--- src/rtl/sprite_layer.sv ---
// rtl/sprite_layer.sv - positioned, power-of-two scaled, animated sprite renderer (optional mirror: SPRITE_LAYER_FLIP_EN)
module sprite_layer #(
    parameter int SPR_W      = 64,
    parameter int SPR_H      = 64,
    parameter int FRAMES     = 4,
    parameter int SCALE_SH   = 1,
    parameter int IDX_W      = 4,
    parameter int TRANSP_IDX = 0,
    parameter int ANIM_DIV   = 8,
    parameter int ADDR_W     = $clog2(FRAMES * SPR_W * SPR_H),
    parameter int FRM_W      = (FRAMES > 1) ? $clog2(FRAMES) : 1
) (
    input  logic              vga_clk,
    input  logic              reset_n,
    input  logic [9:0]        DrawX,
    input  logic [9:0]        DrawY,
    input  logic              blank,
    input  logic              frame_start,
    input  logic [9:0]        pos_x,
    input  logic [9:0]        pos_y,
    input  logic              flip,
    input  logic              anim_en,
    input  logic [FRM_W-1:0]  base_frame,
    output logic [ADDR_W-1:0] rom_addr,
    input  logic [IDX_W-1:0]  rom_q,
    output logic [IDX_W-1:0]  pal_index,
    input  logic [3:0]        pal_r,
    input  logic [3:0]        pal_g,
    input  logic [3:0]        pal_b,
    output logic [3:0]        red,
    output logic [3:0]        green,
    output logic [3:0]        blue,
    output logic              sprite_hit
);

    localparam int COL_W = $clog2(SPR_W);
    localparam int ROW_W = $clog2(SPR_H);
    localparam int DIV_W = (ANIM_DIV > 1) ? $clog2(ANIM_DIV) : 1;

    // On-screen footprint of the sprite, in 11 bits so sx + span never wraps.
    localparam logic [10:0] SPAN_X = 11'(SPR_W << SCALE_SH);
    localparam logic [10:0] SPAN_Y = 11'(SPR_H << SCALE_SH);

    // Per-frame shadow copies of the placement inputs.
    logic [9:0]       sx;
    logic [9:0]       sy;
    logic             sflip;
    logic [FRM_W-1:0] cur_frame;
    logic [DIV_W-1:0] div_cnt;

    // Delayed qualifiers travelling alongside the pixel data.
    logic blank_d1;
    logic blank_d2;
    logic in_box_d1;
    logic in_box_d2;

    // Stage-1 combinational geometry.
    logic [10:0]       x11;
    logic [10:0]       y11;
    logic [10:0]       sx11;
    logic [10:0]       sy11;
    logic [10:0]       dx;
    logic [10:0]       dy;
    logic              in_x;
    logic              in_y;
    logic              in_box;
    logic [COL_W-1:0]  col_raw;
    logic [COL_W-1:0]  col;
    logic [ROW_W-1:0]  row;
    logic [ADDR_W-1:0] addr_c;
    logic              opaque;

    assign x11  = {1'b0, DrawX};
    assign y11  = {1'b0, DrawY};
    assign sx11 = {1'b0, sx};
    assign sy11 = {1'b0, sy};
    assign dx   = x11 - sx11;
    assign dy   = y11 - sy11;

    assign in_x   = (x11 >= sx11) && (x11 < sx11 + SPAN_X);
    assign in_y   = (y11 >= sy11) && (y11 < sy11 + SPAN_Y);
    assign in_box = in_x && in_y;

    // Texel coordinates: screen offset divided by the scale factor.
    assign col_raw = COL_W'(dx >> SCALE_SH);
    assign row     = ROW_W'(dy >> SCALE_SH);

`ifdef SPRITE_LAYER_FLIP_EN
    assign col = sflip ? (COL_W'(SPR_W - 1) - col_raw) : col_raw;
`else
    logic unused_flip;
    assign unused_flip = flip ^ sflip;
    assign col = col_raw;
`endif

    // Frames, rows and columns are powers of two, so the linear address packs as fields.
    assign addr_c = in_box ? ((ADDR_W'(cur_frame) << (ROW_W + COL_W))
                             | (ADDR_W'(row) << COL_W)
                             | ADDR_W'(col))
                           : '0;

    assign pal_index = rom_q;
    assign opaque    = blank_d2 && in_box_d2 && (rom_q != IDX_W'(TRANSP_IDX));

    // Latch placement and advance animation only at frame_start to avoid tearing.
    always_ff @(posedge vga_clk or negedge reset_n) begin
        if (!reset_n) begin
            sx        <= '0;
            sy        <= '0;
            sflip     <= 1'b0;
            cur_frame <= '0;
            div_cnt   <= '0;
        end else if (frame_start) begin
            sx <= pos_x;
            sy <= pos_y;
`ifdef SPRITE_LAYER_FLIP_EN
            sflip <= flip;
`else
            sflip <= 1'b0;
`endif
            if (anim_en) begin
                if (div_cnt == DIV_W'(ANIM_DIV - 1)) begin
                    div_cnt   <= '0;
                    cur_frame <= (cur_frame == FRM_W'(FRAMES - 1)) ? '0 : cur_frame + 1'b1;
                end else begin
                    div_cnt <= div_cnt + 1'b1;
                end
            end else begin
                cur_frame <= base_frame;
                div_cnt   <= '0;
            end
        end
    end

    // Stage 1: register the ROM address and the pixel qualifiers.
    always_ff @(posedge vga_clk or negedge reset_n) begin
        if (!reset_n) begin
            rom_addr  <= '0;
            blank_d1  <= 1'b0;
            in_box_d1 <= 1'b0;
        end else begin
            rom_addr  <= addr_c;
            blank_d1  <= blank;
            in_box_d1 <= in_box;
        end
    end

    // Stage 2: qualifiers wait one cycle while the ROM registers rom_q.
    always_ff @(posedge vga_clk or negedge reset_n) begin
        if (!reset_n) begin
            blank_d2  <= 1'b0;
            in_box_d2 <= 1'b0;
        end else begin
            blank_d2  <= blank_d1;
            in_box_d2 <= in_box_d1;
        end
    end

    // Stage 3: register palette colour for opaque in-box active pixels, black otherwise.
    always_ff @(posedge vga_clk or negedge reset_n) begin
        if (!reset_n) begin
            red        <= '0;
            green      <= '0;
            blue       <= '0;
            sprite_hit <= 1'b0;
        end else if (opaque) begin
            red        <= pal_r;
            green      <= pal_g;
            blue       <= pal_b;
            sprite_hit <= 1'b1;
        end else begin
            red        <= '0;
            green      <= '0;
            blue       <= '0;
            sprite_hit <= 1'b0;
        end
    end

endmodule

--- config.mk ---
export PLATFORM = sky130hd
export DESIGN_NAME = sprite_layer
export DESIGN_NICKNAME = d
export VERILOG_FILES = /design/src/rtl/sprite_layer.sv
export SDC_FILE = /design/constraint.sdc
export NUM_CORES = 1
export LEC_CHECK = 0
export CAP_MARGIN = 20
export CELL_PAD_IN_SITES_DETAIL_PLACEMENT = 0
export CELL_PAD_IN_SITES_GLOBAL_PLACEMENT = 1
export CORE_MARGIN = 2
export CORE_UTILIZATION = 35
export DETAILED_ROUTE_END_ITERATION = 12
export GPL_TIMING_DRIVEN = 0
export PLACE_DENSITY = 0.89
export SYNTH_ARGS = -nofsm -noshare
export SYNTH_HDL_FRONTEND = slang
export SYNTH_SLANG_ARGS = --single-unit
--- constraint.sdc ---
create_clock -name vga_clk -period 2.6 [get_ports vga_clk]
set_clock_uncertainty 0.2 [all_clocks]
set_input_delay 0.52 -clock vga_clk [delete_from_list [all_inputs] [get_ports vga_clk]]
set_output_delay 0.52 -clock vga_clk [all_outputs]
set_load 0.02 [all_outputs]
==> results by group, run 1 <==
Status
  • Status: finished clean

Setup path
  • Worst r2r path cells: 9
  • CP required: 2.64 ns
  • CP Launch Type: input pin
  • CP Class: in2reg
  • Crit-path max FO: 5
  • Crit end category: flip-flop
  • WP data arrival: 2.54 ns

Placement
  • Port buffer count: 92
  • Pre-CTS setup slack: -0.635 ns
  • HPWL after DPL: ~5300 µm
  • GP Congestion: just under 0.8
  • Placed Area: 0.00409 mm²

STA
  • Slew headroom: 61.7%
  • Final worst slack: 0.102 ns
  • Final Hold Viols: 0
  • Min Hold Slack: 0.163 ns
  • Fmax: 0.400 GHz
  • Tmin final: 2.50 ns
  • Final setup violation count: 0
  • Crit share post-route: a little over nine tenths
  • RSZ-0062 raised after global routing: false
  • Fin Setup TNS: 0 ns
  • Slew @ Worst Pin: 0.574 ns
  • Slew Limit Fails: 0

Power and ir drop
  • Worst VDD drop: 0.000226 V
  • P_leak: approximately 2 nW
  • Pwr/cell area: 506 mW/mm²

Global routing
  • Vias in the first global route: roughly 2400
  • Largest net degree at the start of global routing: 40
  • GR Overflow Total: 0
  • Total GRT Usage: 15.2%
  • First-pass GRT wire length: 11500 µm
  • Initial antenna violation count: 0

Finish
  • Area grow syn2layout: 46.1%
  • Ant diodes: 0
  • # nets final: 493
  • Design Area, Final: between 0.004 and 0.005 mm²
  • Share of cells above drive strength 1: 14.9%
  • Most common cell after layout, fill and taps aside: clkdlybuf4s50_1
  • Commonest non-fill, non-tap cells in the layout: clkdlybuf4s50_1, dfrtp_1, inv_1, ha_1, nand2_1

Clock tree
  • Root buffer cell: clkbuf_8
  • CTS tree: built
  • Clock-pin slew on the worst setup and hold paths: 0.11 ns
  • # clock sinks: 56
  • Max Buffers Root-to-Sink: 2
  • CTS H-tree depth: 2
  • CTS buffer count: 5
  • Clk Latency, worst-skew pair: 0.32 ns

Synthesis
  • Mapped Area: 0.00302 mm²
  • Post-synth top area share: between 40 and 50%
  • Largest cells by area after synthesis: dfrtp_1, ha_1, o21ai_0
  • Asr flop ratio synth: 100%
  • Synthesized area per cell: around 11 µm²
  • Top FF cell, synth: dfrtp_1
  • Net Count, Synth: 381
  • Biggest area consumer among synthesized cells: dfrtp_1
  • Ys Warns: 0
  • Post-synth cell types: between 40 and 50
  • Seq/Total Area, Yosys: 46.4%
  • EDFF count, synth: 0
  • Mapped Cells: 284
  • Yosys reg bits: 56

Floorplanning
  • DIE AREA: 0.00938 mm²
  • Core Rows: 33
  • Initial Utilization: 36.4%
  • DIE HEIGHT: 96.9 µm
  • Boundary Pins: 95
  • CORE AREA: 0.00830 mm²
  • Die X: 96.9 µm

Routing
  • Vias: 2369
  • Post-route DRC: 0
  • Antenna-violating nets left: 0
  • Via density: 4.72
  • WL/cell: 13.9 µm
  • Total wire length: about 7000 µm
  • Drt pass-1 iters: 4
  • First DRT Iteration DRCs: 50

Worst hold path
  • Hold Path Class: reg2reg
  • Hold Path Cell Cnt: 0

Job
  • Max Cap Viol: 0
==> critical path, stage by stage <==
cell	delay (ns)
clkdlybuf4s50_1	0.51
ha_4	0.23
a21o_4	0.22
a211o_1	0.28
o21ai_2	0.20
nand4_4	0.20
buf_6	0.18
nor3_2	0.19
==> cells in the mapped netlist, drive strengths merged, types with 2 or more instances <==
master and count:
fa 2, dfrtp 56, buf 6, o211ai 2
and2 12, nand2 26, o21ai 27, nand3 5
ha 31, nor3b 4, nor2 4, a21oi 11
and3 3, nand2b 2, nand3b 2, xor2 4
a211o 4, a2111oi 2, clkbuf 6, nor3 11
mux2 2, a21o 7, xnor2 7, nand4 2
o21a 2, inv 30, a31oi 2
==> through the flow <==
step           utilization (%)  total power, mW  std cells
2_1_floorplan                -             1.38        284
3_3_place_gp              49.0             1.62        481
3_5_place_dp              49.2             1.64        482
4_1_cts                   51.3             2.18        495
5_1_grt                   53.1             2.37        502
6_report                  53.1             2.23        502
==> flip-flops by register name, indices dropped and copies added, names as in the netlist <==
register	cells
sy	10
div_cnt	3
blank_d2	1
blue	4
in_box_d2	1
in_box_d1	1
rom_addr	14
cur_frame	2
sprite_hit	1
green	4
blank_d1	1
sx	10
red	4
==> timing repair <==
item	4_1_cts	5_1_grt
setup buffers	3	6
endpoints found under the setup margin	15	15
endpoints found under the hold margin	17	0
hold buffers	1	0
gates resized for setup	9	18
gates cloned	1	1
pin swaps	3	13
==> metal layers <==
layer	global-route usage, %	share of wire (%)
met1	19.9	46
met3	3.47	4.8
met4	3.90	1.5
met2	25.5	48
met5	0	0
==> layout make-up <==
type	count	area, µm²
buffer	12	83.8
clock buffer	5	68.8
clock inverter	3	25.0
fill	758	3890
inverter	30	113
multi-input combinational	186	1520
sequential	56	1400
tap	105	131
timing repair buffer	105	1060
==> cell families (layout without fill, tap and decap cells) <==
logic type	after synthesis	after routing	share of synthesized area, %
buf+inv	42	155	6.22
simple gates	75	75	14.8
mux	2	2	0.746
flops	56	56	46.4
fa+ha+maj	33	33	14.2
compound gates	65	65	14.4
xor+xnor	11	11	3.19
==> power by group <==
| group | internal (mW) | switching [mW] | total, mW |
|---|---|---|---|
| registers | 0.936 | 0.0293 | 0.966 |
| clock network | 0.197 | 0.307 | 0.505 |
| logic | 0.388 | 0.373 | 0.761 |
==> path summary, 6_finish.rpt <==
path                       slack (ns)               endpoint                from
hold / removal                   0.16     blank_d2$_DFF_PN0_  blank_d1$_DFF_PN0_
max in group asynchronous        1.17      sy[0]$_DFFE_PN0P_             reset_n
min in group asynchronous        0.48      sy[7]$_DFFE_PN0P_             reset_n
hold reg to reg                  0.16     blank_d2$_DFF_PN0_  blank_d1$_DFF_PN0_
setup / recovery                 0.10  rom_addr[1]$_DFF_PN0_            DrawY[4]
setup reg to reg                 0.22  rom_addr[1]$_DFF_PN0_   sx[7]$_DFFE_PN0P_
(Power assumes the default switching activity.)
==> inputs of run 2 (changes only) <==
ABC_AREA = 1   (was not set)
PLACE_DENSITY = 0.91   (was 0.89)
==> run 2 against run 1 <==
Net effect: the run now ends with hold timing left; non-clock buffer count decreased by 13; clock-buffer cell count stayed put; sequential cell count unchanged; global-route usage shrank 0.85 points; highest routed layer unchanged; power shrank 3.3%.
==> results by group, run 2 <==
Status
  • Status: finished with violations
  • Failing checks: hold timing

Floorplanning
  • Boundary Pins: 95 (unchanged)
  • CORE AREA: 0.00872 mm² (+5.1%)
  • DIE AREA: 0.00978 mm² (+4.3%)
  • Core Rows: 34 (+3.0%)
  • Initial Utilization: 36.1% (-0.22 points)
  • DIE HEIGHT: 98.9 µm (+2.1%)
  • Die X: 98.9 µm (+2.1%)

Clock tree
  • CTS H-tree depth: 2 (unchanged)
  • # clock sinks: 56 (unchanged)
  • Max Buffers Root-to-Sink: 2 (unchanged)
  • CTS buffer count: 5 (unchanged)
  • Cts-stage hold buffer count: 0 (-1)
  • CTS tree: built
  • Root buffer cell: clkbuf_8
  • Clock-pin slew on the worst setup and hold paths: 0.11 ns (about the same)
  • Resized cells post-CTS: 0 (-9)
  • Post-CTS setup buffer count: 0 (-3)
  • Clk Latency, worst-skew pair: 0.31 ns (about the same)

Finish
  • Commonest non-fill, non-tap cells in the layout: clkdlybuf4s50_1, nand2_1, inv_1, dfrtp_1, ha_1
  • Post-Layout Cell Count: 571 (+14%)
  • # nets final: 559 (+13%)
  • Ant diodes: 0 (unchanged)
  • Number of flip-flops in the largest register: 14 (unchanged)
  • Biggest register: rom_addr
  • Design Area, Final: 0.00431 mm² (-2.3%)
  • Biggest regs: rom_addr: 14 flops, sx: 10 flops, sy: 10 flops
  • Most common cell after layout, fill and taps aside: clkdlybuf4s50_1
  • Share of cells above drive strength 1: 7.78% (-7.1 points)
  • Area grow syn2layout: 36.7%

Synthesis
  • Top-count cell post-synth: nand2_1
  • Mapped Area: 0.00315 mm² (+4.4%)
  • Synthesized area per cell: 8.68 µm² (-18%)
  • Commonest cells in the synthesized netlist: nand2_1, inv_1, dfrtp_1
  • Post-synth top area share: 44.5% (-2.0 points)
  • Ys Warns: 0 (unchanged)
  • EDFF count, synth: 0 (unchanged)
  • Seq/Total Area, Yosys: 44.5% (-2.0 points)
  • Mapped Cells: 363 (+28%)
  • Post-synth cell types: 30 (-38%)
  • Top FF cell, synth: dfrtp_1
  • Net Count, Synth: 460 (+21%)
  • Largest cells by area after synthesis: dfrtp_1, ha_1, nand2_1
  • Asr flop ratio synth: 100% (unchanged)
  • Yosys reg bits: 56 (unchanged)
  • Biggest area consumer among synthesized cells: dfrtp_1

Routing
  • Via density: 4.38 (-7.2%)
  • First DRT Iteration DRCs: 40 (-20%)
  • Vias: 2500 (+5.5%)
  • WL/cell: 11.8 µm (-16%)
  • Antenna-violating nets left: 0 (unchanged)
  • Drt pass-1 iters: 4 (unchanged)
  • Total wire length: 6710 µm (-4.2%)
  • Post-route DRC: 0 (unchanged)

Setup path
  • CP Launch Type: input pin
  • CP Class: in2reg
  • Crit-path slowest cell: clkdlybuf4s50_1
  • CP required: 2.59 ns (-0.05 ns)
  • Setup crit start: DrawY[0]
  • WP data arrival: 2.45 ns (-0.09 ns)
  • Crit end category: flip-flop
  • Worst path bufs/invs: 5 (+3)
  • Worst reg-to-reg setup slack: 0.38 ns (+0.16 ns)
  • Worst r2r path cells: 13 (+4)
  • CP cell instances: clkdlybuf4s50_1, inv_1, ha_1, inv_1, fa_1, inv_1, nand2_1, nand2_1, nand3_1, a21oi_1, nor2_2, nand2_4, buf_12, nor2_4
  • Crit-path max FO: 10 (+5)
  • Delay-heaviest family, CP: buffers and inverters
  • RR Startpoint: sy[7]$_DFFE_PN0P_
  • R2r endpoint: rom_addr[12]$_DFF_PN0_
  • CP max stage delay: 0.41 ns (-0.10 ns)
  • Most common cell on crit path: inv_1

STA
  • Fmax: 0.407 GHz (+1.6%)
  • Slew @ Worst Pin: 0.582 ns (+0.00829 ns)
  • Final setup violation count: 0 (unchanged)
  • Final Hold Viols: 14 (+14)
  • Slew headroom: 61.2% (-0.55 points)
  • Fin Setup TNS: 0 ns (unchanged)
  • Slew Limit Fails: 0 (unchanged)
  • Crit share post-route: 94.6% (-1.5 points)
  • Min Hold Slack: -0.0101 ns (-0.173 ns)
  • Tmin final: 2.46 ns (-0.0398 ns)
  • RSZ-0062 raised after global routing: false

Placement
  • Port buffer count: 91 (-1.1%)
  • Placed insts: 563 (+17%)
  • GP Congestion: 0.861 (+8.5%)
  • HPWL after DPL: 5460 µm (+3.1%)
  • Placed Area: 0.00421 mm² (+3.1%)

Global routing
  • Largest net degree at the start of global routing: 35 (-13%)
  • First-pass GRT wire length: 11400 µm (-0.17%)
  • Total GRT Usage: 14.4% (-0.85 points)
  • Initial antenna violation count: 0 (unchanged)
  • GR Overflow Total: 0 (unchanged)
  • Vias in the first global route: 2498 (+4.4%)

Job
  • Max Cap Viol: 0 (unchanged)

Power and ir drop
  • P_leak: 2.17 nW (+8.2%)
  • Power, Total: 2.16 mW (-3.3%)
  • Worst VDD drop: 0.000236 V (+4.3%)
  • Pwr/cell area: 501 mW/mm² (-1.1%)

Worst hold path
  • Hold Path Class: in2async
run 2: changes by cell type after synthesis, sizes merged, moves of 3 or more:
| cell | delta |
|---|---|
| o21ai | -4 |
| nor3b | -4 |
| a21o | -6 |
| nand3 | +9 |
| nand2 | +61 |
| xnor2 | +3 |
| and2 | -12 |
| and3 | -3 |
| a211o | -4 |
| nor2 | +36 |
| xor2 | -3 |
| nor3 | -11 |
| inv | +36 |
run 2: power by group:
part	total (mW)	internal [mW]	switching [mW]
Sequential	0.969	0.939	0.0295
Clock	0.503	0.197	0.306
Combinational	0.686	0.316	0.369
Total	2.16	1.45	0.705
run 2: kinds of logic (layout without fill, tap and decap cells):
family                   count (synthesis)  after routing  share of synthesized area [%]
AO/OA/AOI/OAI                           41             41                           7.03
XOR/XNOR                                11             11                           3.06
flip-flops                              56             56                           44.5
adder cells (fa/ha/maj)                 33             33                           13.6
AND/OR/NAND/NOR                        144            144                           21.6
buffers and inverters                   78            178                           10.3
run 2: worst max path at each step:
stage / to / cells after the start / slack, ns
2_1_floorplan: rom_addr[11]$_DFF_PN0_ / 13 / 0.43
3_3_place_gp: sx[8]$_DFFE_PN0P_ / 1 / -0.88
3_5_place_dp: rom_addr[8]$_DFF_PN0_ / 14 / -0.17
4_1_cts: rom_addr[5]$_DFF_PN0_ / 14 / 0.15
5_1_grt: rom_addr[5]$_DFF_PN0_ / 14 / 0.05
6_report: rom_addr[12]$_DFF_PN0_ / 14 / 0.14
run 2: worst reg2reg max path, cell delays in order (launching register included):
cell	delay [ns]
dfrtp_1	0.44
ha_1	0.30
inv_1	0.04
ha_1	0.28
nand2_1	0.07
nand2_1	0.05
nand3_1	0.06
nand2_1	0.05
inv_1	0.04
nand3_1	0.08
nor2_2	0.19
nand2_4	0.10
buf_12	0.17
nor2_4	0.08
run 2: per-layer routing:
| metal | share of wire [%] | track usage (%) |
|---|---|---|
| met2 | 51 | 24.8 |
| met3 | 3.1 | 1.91 |
| met1 | 45 | 18.8 |
| met4 | 1.4 | 4.11 |
| met5 | 0 | 0 |
run 2: layout make-up:
type	count	area, µm²
tap	108	135
timing repair buffer	92	926
multi-input combinational	229	1430
clock inverter	3	26.3
clock buffer	5	68.8
sequential	56	1400
buffer	12	77.6
fill	833	4410
inverter	66	248
run 2: metrics by stage:
| stage | util (%) | worst slack, ns | hold WS, ns |
|---|---|---|---|
| 2_1_floorplan | - | 0.427 | 0.0244 |
| 3_3_place_gp | 48.1 | -0.876 | 0.133 |
| 3_5_place_dp | 48.3 | -0.172 | 0.146 |
| 4_1_cts | 49.4 | 0.148 | 0.0130 |
| 5_1_grt | 49.4 | 0.0498 | 0.0200 |
| 6_report | 49.4 | 0.141 | -0.0101 |
